### config.mk
export PLATFORM = sky130hd
export DESIGN_NAME = shift_seq
export DESIGN_NICKNAME = d
export VERILOG_FILES = /design/src/rtl/shift_seq.sv
export SDC_FILE = /design/constraint.sdc
export NUM_CORES = 1
export LEC_CHECK = 0
export ABC_CLOCK_PERIOD_IN_PS = 1800
export CAP_MARGIN = 10
export CORE_AREA = 2 2 113 126
export CTS_BUF_LIST = sky130_fd_sc_hd__clkbuf_4
export CTS_CLUSTER_SIZE = 14
export DETAILED_ROUTE_END_ITERATION = 8
export DIE_AREA = 0 0 115 128
export HOLD_SLACK_MARGIN = 0.05
export PLACE_DENSITY_LB_ADDON = 0.3
export SYNTH_ARGS = -nofsm -noshare
export SYNTH_HDL_FRONTEND = slang
export SYNTH_SLANG_ARGS = --single-unit
### constraint.sdc
create_clock -name clock -period 1.8 [get_ports clock]
set_input_delay 0.36 -clock clock [delete_from_list [all_inputs] [get_ports clock]]
set_output_delay 0.36 -clock clock [all_outputs]
set_load 0.02 [all_outputs]
### src/rtl/shift_seq.sv
// Sequential barrel-shift replacement: moves a 32-bit operand one bit per cycle
// (SHL/SHR/SHRA/ROL/ROR) and presents the result with a one-cycle done pulse.
module shift_seq (
   input  logic               clock,
   input  logic               clear,
   input  logic               start,
   input  logic [2:0]         op,
   input  logic signed [31:0] data_in,
   input  logic signed [31:0] shift_amount,
   output logic signed [31:0] data_out,
   output logic               busy,
   output logic               done,
   output logic               op_err
);

   typedef enum logic [1:0] {
      IDLE,
      SHIFT,
      DONE
   } state_t;

   localparam logic [2:0] OP_SHL  = 3'b000;
   localparam logic [2:0] OP_SHR  = 3'b001;
   localparam logic [2:0] OP_SHRA = 3'b010;
   localparam logic [2:0] OP_ROL  = 3'b011;
   localparam logic [2:0] OP_ROR  = 3'b100;

   state_t      state;
   logic [31:0] work;
   logic [4:0]  count;
   logic [2:0]  op_reg;
   logic        illegal;
   logic        zero_amount;
   logic [31:0] next_work;
   logic        unused_amount_hi;

   // Only the low five bits select a distance; the rest is deliberately dropped.
   assign unused_amount_hi = ^shift_amount[31:5];

   function automatic logic [31:0] step(input logic [2:0] o, input logic [31:0] v);
      logic [31:0] r;
      r = v;
      case (o)
         OP_SHL:  r = {v[30:0], 1'b0};
         OP_SHR:  r = {1'b0, v[31:1]};
         OP_SHRA: r = {v[31], v[31:1]};
         OP_ROL:  r = {v[30:0], v[31]};
         OP_ROR:  r = {v[0], v[31:1]};
         default: r = v;
      endcase
      return r;
   endfunction

   assign illegal     = (op > OP_ROR);
   assign zero_amount = (shift_amount[4:0] == 5'd0);
   assign next_work   = step(op_reg, work);

   // data_out is only loaded when entering DONE, so SHIFT intermediates never leak out.
   always_ff @(posedge clock or negedge clear) begin
      if (!clear) begin
         state    <= IDLE;
         work     <= '0;
         count    <= '0;
         op_reg   <= '0;
         data_out <= '0;
         busy     <= 1'b0;
         done     <= 1'b0;
         op_err   <= 1'b0;
      end else begin
         case (state)
            IDLE: begin
               if (start) begin
                  work   <= data_in;
                  count  <= shift_amount[4:0];
                  op_reg <= op;
                  busy   <= 1'b1;
                  if (illegal || zero_amount) begin
                     state    <= DONE;
                     done     <= 1'b1;
                     op_err   <= illegal;
                     data_out <= data_in;
                  end else begin
                     state <= SHIFT;
                  end
               end
            end
            SHIFT: begin
               work  <= next_work;
               count <= count - 5'd1;
               if (count == 5'd1) begin
                  state    <= DONE;
                  done     <= 1'b1;
                  data_out <= $signed(next_work);
               end
            end
            DONE: begin
               state  <= IDLE;
               busy   <= 1'b0;
               done   <= 1'b0;
               op_err <= 1'b0;
            end
            default: begin
               state  <= IDLE;
               busy   <= 1'b0;
               done   <= 1'b0;
               op_err <= 1'b0;
            end
         endcase
      end
   end

endmodule

==> run_results.csv, run 1 <==
group,metric,value,unit
run_status,run_status,"finished with violations",
run_status,violations,"setup timing",
layout,drive_above_1_share,27.9,%
layout,fin_nets,723,
logic_synthesis,ys_seq_elements,77,
clocking,cts_tree,"done",
worst_setup_path,path_class,"register to register",
logic_synthesis,netlist_area,0.00461,mm²
global_route,grt_pass1_vias,4429,
clocking,clk_pin_slew,0.12,ns
worst_setup_path,crit_slowest_cell,"or4b_4",
route,initialDrtViolationCount,254,
worst_setup_path,cp_common_cell,"buf_12",
sta,skew,0.00687,ns
global_route,track_usage,20.0,%
logic_synthesis,synth_seq_area_share,41.8,%
floorplan,rows,45,
clocking,h-tree-depth,3,
clocking,insertion_delay,0.43,ns
worst_setup_path,reg2regPathDepth,9,
logic_synthesis,syn_inst,509,
layout,layout_common_cells,"buf_4, dfrtp_1, nand2_1",
global_route,grt_pass1_wl,23.1,mm
clocking,cts.sinks,77,
route,ant_nets,0,
route,dr_total_vias,4390,
placement,placed_cells,783,
worst_setup_path,cp.arrival,2.23,ns
worst_setup_path,cp_cell_sequence,"inv_2, ha_4, or4b_4, a21oi_4, nand2_4, buf_12, buf_12, nand2_2, o21ai_2",
sta,max_slew_margin,72.4,%
pwr,p_leak,2.98,nW
logic_synthesis,synth-edff-count,0,
logic_synthesis,syn_nets,581,
layout,n_fill_cell,1266,
worst_setup_path,reg2reg_slack,-0.11,ns
sta,finalCritPeriodShare,106,%
logic_synthesis,synthFlopType,"dfrtp_1",
worst_setup_path,reg2reg_from,"count[1]",
floorplan,dieHeight,128,µm
logic_synthesis,yosysWarnings,0,
placement,place_congestion,0.878,
worst_setup_path,required,2.12,ns
clocking,cts_buffers,9,
logic_synthesis,syn_area_per_cell,9.05,µm²
worst_setup_path,critPathCaptureType,"register",
logic_synthesis,synth-async-reset-ratio,100,%
clocking,cts-root-buf,"clkbuf_4",
sta,tightest_slew,0.414,ns
sta,drv_slew,0,
sta,finalHoldViolations,0,
route,drcViolationCount,0,
floorplan,die_x,115,µm
global_route,gr-total-overflow,0,
sta,fmax,525,MHz
layout,reg_top3,"data_out (32), work (32), count (5)",
global_route,antenna_found_initial,0,
sta,tns,-1.77,ns
route,dr.pass1.iters,4,
worst_setup_path,r2r_end,"data_out[24]",
layout,area_growth,44.6,%
placement,portBuffers,77,
logic_synthesis,ys_types,56,
sta,rsz0062_at_grt,"true",
layout,diodes,0,
worst_hold_path,hold_path_class,"primary input to async pin",
layout,design_area,0.00667,mm²
placement,hpwlAfterDp,10.1,mm
layout,final_common_cell,"buf_4",
global_route,grt_start_max_net_pins,45,
clocking,cts.path.max_buffers,2,
worst_setup_path,crit_path_start_kind,"register",
floorplan,initial_utilization,34.1,%
route,via_per_inst,5.35,
floorplan,fp.dieArea,0.0147,mm²
worst_setup_path,cpPeakStageDelay,0.49,ns
sta,min_period,1.91,ns
route,routedWlPerCell,17.5,µm
run,maxCapViolations,0,
worst_setup_path,cp_max_fo,7,
layout,instances_no_fill,820,
route,drt-total-wl,14.3,mm
pwr,peakVddDrop,0.850,mV
floorplan,design.core.area,0.0135,mm²
floorplan,pin_count,105,
pwr,power_density,2190,mW/mm²
sta,finalSetupViolCount,34,
sta,worst_slack,-0.105,ns
placement,placed_area,0.00599,mm²
-- power by group --
group	leakage (nW)	total (W)	switching, W	internal, W
clock network	0.0689	0.00104	0.000618	0.000424
logic	1.99	0.0100	0.00515	0.00486
registers	0.920	0.00352	0.000889	0.00263
-- worst max path at each step --
stage / start / to / cells after the start
floorplan: count[1] / data_out[20] / 9
global placement: shift_amount[1] / data_out[31] / 6
detailed placement: shift_amount[1] / data_out[11] / 7
CTS: count[1] / data_out[13] / 9
global route: count[1] / data_out[8] / 9
finish: count[1] / data_out[24] / 9
-- synthesized netlist by cell type (all sizes together) (9+ instances only) --
master / n / area, µm²
clkbuf: 13 / 50.0
dfrtp: 77 / 1930
nand2: 66 / 250
mux2i: 38 / 380
o211ai: 33 / 253
or3: 17 / 106
o21ai: 75 / 394
inv: 9 / 33.8
nor2: 34 / 130
buf: 30 / 205
mux2: 9 / 109
a21oi: 29 / 149
-- timing repair --
action | 4_1_cts | 5_1_grt
buffers inserted | 7 | 10
endpoints found under the setup margin | 68 | 71
hold buffers | 1 | 0
pin swaps | 13 | 20
gates resized for setup | 55 | 72
cloned | 2 | 1
endpoints found under the hold margin | 45 | 0
-- layer usage --
metal / track usage (%) / vias to the layer above / share of wire (%)
met4: 7.87 / 0 / 1.7
met2: 32.6 / 109 / 49
met5: 0 / - / 0
met3: 2.65 / 15 / 3.5
met1: 27.1 / 2124 / 46
li1: - / 2142 / -
-- stage by stage --
| step | hold slack [ns] | power, W | setup WS, ns | util, % |
|---|---|---|---|---|
| final | 0.305 | 0.0146 | -0.105 | 49.3 |
| after global routing | 0.284 | 0.0157 | -0.165 | 49.3 |
| after CTS | 0.290 | 0.0135 | -0.0874 | 46.8 |
| after detailed placement | 0.226 | 0.0120 | -0.465 | 44.3 |
| after global placement | 0.225 | 0.0118 | -0.373 | 44.3 |
| after floorplan | 0.0644 | 0.00876 | 0.0486 | - |
-- cell type report --
cell class	count	area, µm²	area share (%)
repair buffers	174	1700	25.5
inverters	10	42.5	0.638
clock inverters	6	53.8	0.807
multi-input cells	379	2660	39.9
flip-flops and latches	77	1930	28.9
well taps	164	205	3.08
clock buffers	10	75.1	1.13
-- kinds of logic (layout without fill, tap and decap cells) --
| kind of cell | count (synthesis) | after routing | synth area share [%] |
|---|---|---|---|
| flops | 77 | 77 | 41.8 |
| compound gates | 181 | 181 | 25.1 |
| fa+ha+maj | 3 | 3 | 0.760 |
| buf+inv | 53 | 200 | 6.35 |
| mux | 47 | 47 | 10.6 |
| xor+xnor | 1 | 1 | 0.597 |
| simple gates | 147 | 147 | 14.8 |
-- worst max-delay path: cells and delay by family (launching register included) --
kind | cells | cell delay, ns
compound gates | 2 | 0.22
fa+ha+maj | 1 | 0.12
buf+inv | 3 | 0.39
flops | 1 | 0.42
simple gates | 3 | 0.64
No activity file was read; power rests on OpenSTA's default activity.
==> run 2: changes to the inputs <==
- GPL_ROUTABILITY_DRIVEN: unset -> 0
- HOLD_SLACK_MARGIN: 0.05 -> unset
==> run_results.csv, run 2 (synthesized netlist as in run 1, its figures left out) <==
group,metric,value,unit
layout,diodes,0,
clocking,insertion_delay,0.44,ns
sta,finalHoldViolations,0,
floorplan,fp.dieArea,0.0147,mm²
placement,placed_cells,786,
pwr,p_leak,2.92,nW
sta,finalSetupViolCount,27,
pwr,peakVddDrop,0.836,mV
route,via_per_inst,5.36,
pwr,pwr-share-seq,25.0,%
clocking,clk_pin_slew,0.12,ns
run_status,run_status,"finished with violations",
worst_setup_path,path_class,"register to register",
worst_setup_path,cpPeakStageDelay,0.48,ns
worst_setup_path,required,2.14,ns
worst_setup_path,crit_path_start_kind,"register",
pwr,p_clk_share,7.2,%
layout,area_growth,42.3,%
worst_setup_path,cp_max_fo,7,
sta,drv_slew,0,
worst_setup_path,critPathCaptureType,"register",
sta,fmax,526,MHz
layout,fin_nets,721,
placement,portBuffers,77,
sta,worst_slack,-0.103,ns
sta,finalCritPeriodShare,106,%
global_route,grt_start_max_net_pins,38,
clocking,cts.path.max_buffers,2,
floorplan,initial_utilization,34.1,%
route,dr.pass1.iters,4,
run_status,violations,"setup timing",
floorplan,pin_count,105,
pwr,p_sw_share,46.0,%
pwr,comb_power_share,67.8,%
route,drcViolationCount,0,
floorplan,dieHeight,128,µm
pwr,switchingPower,0.00645,W
global_route,gr-total-overflow,0,
route,routedWlPerCell,16.9,µm
layout,reg_top3,"data_out (32), work (32), count (5)",
route,drt-total-wl,13.9,mm
global_route,grt_pass1_vias,4396,
placement,hpwlAfterDp,9.82,mm
layout,instances_no_fill,818,
placement,pre_cts_slack,-0.437,ns
floorplan,rows,45,
worst_setup_path,crit_buf_inv,3,
layout,layout_common_cells,"buf_4, dfrtp_1, nand2_1",
global_route,track_usage,19.1,%
layout,final_common_cell,"buf_4",
clocking,cts.sinks,77,
pwr,power_density,2140,mW/mm²
placement,placed_area,0.00598,mm²
floorplan,design.core.area,0.0135,mm²
route,dr_total_vias,4382,
worst_setup_path,cp_cell_sequence,"inv_2, ha_4, or4b_4, a21oi_4, nand2_4, buf_12, buf_16, nand2_2, o21ai_1",
layout,design_area,0.00656,mm²
worst_hold_path,hold_path_class,"primary input to async pin",
worst_setup_path,crit_slowest_cell,"or4b_4",
route,initialDrtViolationCount,277,
worst_setup_path,cp.arrival,2.24,ns
sta,min_period,1.90,ns
worst_setup_path,critPathTopFamily,"simple AND/OR/NAND/NOR gates",
floorplan,die_x,115,µm
sta,skew,0.00875,ns
route,drt-met1-wl,6.25,mm
sta,tightest_slew,0.400,ns
clocking,cts_buffers,9,
clocking,cts-root-buf,"clkbuf_4",
global_route,grt_pass1_wl,22.1,mm
route,highest_layer,"met4",
run,maxCapViolations,0,
clocking,cts_tree,"done",
route,ant_nets,0,
layout,drive_above_1_share,27.1,%
sta,max_slew_margin,73.2,%
pwr,internal-power,0.00759,W
route,wl_met3,655,µm
clocking,h-tree-depth,3,
sta,rsz0062_at_grt,"true",
global_route,antenna_found_initial,0,
route,met2_length,6.57,mm
[run 2: final timing paths]
path / startpoint / end / slack (ns) / depth (start not counted)
min in group clock: data_out[6] / data_out[6] / 0.48 / 2
hold reg to reg: data_out[6] / data_out[6] / 0.48 / 2
hold / removal: clear / data_out[30] / 0.34 / 2
setup / recovery: count[1] / data_out[8] / -0.10 / 9
max in group asynchronous: clear / work[13] / 0.92 / 3
setup reg to reg: count[1] / data_out[8] / -0.10 / 9
[run 2: cell type report]
cell class,instances,area (µm²)
Fill cell,1301,6950
Multi-Input combinational cell,379,2620
Sequential cell,77,1930
Timing Repair Buffer,172,1630
Tap cell,164,205
Clock buffer,9,67.6
Clock inverter,7,56.3
Inverter,10,50.0
[run 2: per-layer routing]
layer | global-route usage [%] | vias to the layer above
met5 | 0 | -
met4 | 7.51 | 0
met3 | 4.35 | 29
met2 | 30.4 | 116
met1 | 25.2 | 2088
li1 | - | 2149
[run 2: power groups by stage]
stage	Clock [W]	Sequential, W	Combinational, W
2_1_floorplan	0	0.00377	0.00498
3_3_place_gp	0	0.00349	0.00821
3_5_place_dp	0	0.00350	0.00838
4_1_cts	0.00103	0.00350	0.00877
5_1_grt	0.00112	0.00363	0.0103
6_report	0.00101	0.00352	0.00951
[run 2: worst register-to-register path, cell delays in order (launching register included)]
cell	delay, ns
dfrtp_1	0.42
inv_2	0.09
ha_4	0.13
or4b_4	0.48
a21oi_4	0.16
nand2_4	0.10
buf_12	0.16
buf_16	0.15
nand2_2	0.06
o21ai_1	0.05
[run 2: what timing repair did]
action | in CTS | in global routing
hold buffers | 1 | 0
setup endpoints to repair | 68 | 70
gates cloned | 2 | 1
hold endpoints to repair | 18 | 0
gates resized for setup | 58 | 52
buffers inserted | 3 | 9
pin swaps | 8 | 9
[run 2: stage by stage]
stage	hold WS, ns	power, W	TNS [ns]	utilization, %
4_1_cts	0.337	0.0133	-1.16	46.6
2_1_floorplan	0.0644	0.00876	0	-
3_5_place_dp	0.288	0.0119	-12.76	44.3
6_report	0.340	0.0140	-1.33	48.5
5_1_grt	0.356	0.0151	-3.65	48.5
3_3_place_gp	0.280	0.0117	-11.14	44.3
==> run 3: changes to the inputs <==
--- a/config.mk
+++ b/config.mk
@@ -7,5 +7,4 @@
 export LEC_CHECK = 0
 export ABC_CLOCK_PERIOD_IN_PS = 1800
-export CAP_MARGIN = 10
 export CORE_AREA = 2 2 113 126
 export CTS_BUF_LIST = sky130_fd_sc_hd__clkbuf_4
@@ -13,5 +12,4 @@
 export DETAILED_ROUTE_END_ITERATION = 8
 export DIE_AREA = 0 0 115 128
-export GPL_ROUTABILITY_DRIVEN = 0
 export PLACE_DENSITY_LB_ADDON = 0.3
 export SYNTH_ARGS = -nofsm -noshare
==> constraint.sdc (replaced) <==
create_clock -name clock -period 1.8 [get_ports clock]
set_input_delay 0.36 -clock clock [delete_from_list [all_inputs] [get_ports clock]]
set_output_delay 0.36 -clock clock [all_outputs]
set_load 0.005 [all_outputs]
==> run_results.csv, run 3 (synthesized netlist as in run 1, its figures left out) <==
group,metric,value,unit
run_status,run_status,"finished with violations",
run_status,violations,"setup timing",
floorplan,dieHeight,128,µm
pwr,power_density,2150,mW/mm²
placement,hpwlAfterDp,10.1,mm
worst_setup_path,critPathCaptureType,"register",
worst_setup_path,path_class,"register to register",
global_route,grt_pass1_wl,23.1,mm
sta,tns,-1.78,ns
sta,worst_slack,-0.107,ns
pwr,peakVddDrop,0.851,mV
route,via_per_inst,5.33,
layout,diodes,0,
clocking,h-tree-depth,3,
global_route,track_usage,20.0,%
clocking,insertion_delay,0.44,ns
floorplan,design.core.area,0.0135,mm²
sta,drv_slew,0,
clocking,cts-root-buf,"clkbuf_4",
placement,place_congestion,0.878,
sta,finalCritPeriodShare,106,%
worst_setup_path,cp_max_fo,7,
sta,finalSetupViolCount,33,
sta,min_period,1.91,ns
run,maxCapViolations,0,
pwr,finalPower,0.0143,W
clocking,clk_pin_slew,0.12,ns
floorplan,pin_count,105,
route,dr.pass1.iters,6,
floorplan,die_x,115,µm
clocking,cts.path.max_buffers,2,
global_route,grt_pass1_vias,4425,
route,initialDrtViolationCount,253,
route,drcViolationCount,0,
route,dr_total_vias,4372,
sta,max_slew_margin,72.9,%
floorplan,rows,45,
clocking,cts_tree,"done",
worst_setup_path,cp.arrival,2.23,ns
floorplan,initial_utilization,34.1,%
route,ant_nets,0,
placement,placed_area,0.00599,mm²
global_route,gr-total-overflow,0,
layout,design_area,0.00667,mm²
route,routedWlPerCell,17.5,µm
global_route,grt_start_max_net_pins,45,
sta,tightest_slew,0.406,ns
worst_setup_path,required,2.13,ns
route,drt-total-wl,14.3,mm
clocking,cts_buffers,9,
placement,portBuffers,77,
layout,reg_top3,"data_out (32), work (32), count (5)",
layout,fin_nets,723,
worst_hold_path,hold_path_class,"primary input to async pin",
sta,rsz0062_at_grt,"true",
sta,fmax,524,MHz
sta,skew,0.00854,ns
layout,layout_common_cells,"buf_4, clkdlybuf4s50_1, dfrtp_1",
floorplan,fp.dieArea,0.0147,mm²
pwr,p_leak,2.82,nW
sta,timing.hold.ws,0.304,ns
clocking,cts.sinks,77,
placement,pre_cts_slack,-0.465,ns
layout,area_growth,44.8,%
layout,drive_above_1_share,27.9,%
sta,finalHoldViolations,0,
worst_setup_path,crit_path_start_kind,"register",
global_route,antenna_found_initial,0,
-- run 3: changes by cell type in the layout (fill, tap and decap cells not counted), sizes merged --
cell / previous run / this run
clkinv: 7 / 5
dlygate4sd2: 26 / 0
clkbuf: 11 / 12
clkdlybuf4s50: 41 / 76
clkinvlp: 0 / 1
dlymetal6s2s: 9 / 0
buf: 93 / 95
-- run 3: layout make-up --
cell class	instances	area, µm²
Multi-Input combinational cell	379	2660
Inverter	10	42.5
Tap cell	164	205
Fill cell	1264	6840
Sequential cell	77	1930
Clock inverter	6	53.8
Clock buffer	10	75.1
Timing Repair Buffer	174	1710
-- run 3: power breakdown --
group	internal, W	leakage, nW	total (W)	switching, W
registers	0.00263	0.920	0.00354	0.000906
clock network	0.000423	0.0689	0.00104	0.000614
logic	0.00506	1.83	0.00977	0.00471
-- run 3: worst paths after layout --
| kind | from | to | slack [ns] | cells after the start |
|---|---|---|---|---|
| max in group asynchronous | clear | work[26] | 0.95 | 3 |
| worst max register to register | count[1] | data_out[24] | -0.11 | 9 |
| worst max-delay path | count[1] | data_out[24] | -0.11 | 9 |
| worst min-delay path | clear | data_out[0] | 0.30 | 2 |
| worst min register to register | data_out[24] | data_out[24] | 0.49 | 2 |
| min in group clock | data_out[24] | data_out[24] | 0.49 | 2 |
-- run 3: metal layers --
| metal | share of wire [%] | vias up | GRT usage [%] |
|---|---|---|---|
| met3 | 3.2 | 17 | 2.65 |
| met5 | 0 | - | 0 |
| met4 | 1.8 | 0 | 7.87 |
| met2 | 49 | 90 | 32.4 |
| met1 | 46 | 2129 | 27.1 |
| li1 | - | 2136 | - |
-- run 3: repair_timing --
action                                  in CTS  in global routing
pin swaps                                   13                 20
gates cloned                                 2                  1
endpoints found under the hold margin       10                  0
resized for setup                           30                 62
buffers inserted                             7                 10
hold buffers                                 1                  0
endpoints found under the setup margin      49                 61
-- run 3: worst max-delay path: stages (launching register included) --
cell	delay, ns
dfrtp_1	0.42
inv_2	0.08
ha_4	0.12
or4b_4	0.48
a21oi_4	0.18
nand2_4	0.09
buf_12	0.17
buf_12	0.14
nand2_2	0.06
o21ai_2	0.04
-- run 3: metrics by stage --
stage / utilization [%] / cells
after floorplan: - / 509
after global placement: 44.3 / 783
after detailed placement: 44.3 / 783
after CTS: 47.0 / 809
after global routing: 49.4 / 820
final: 49.4 / 820
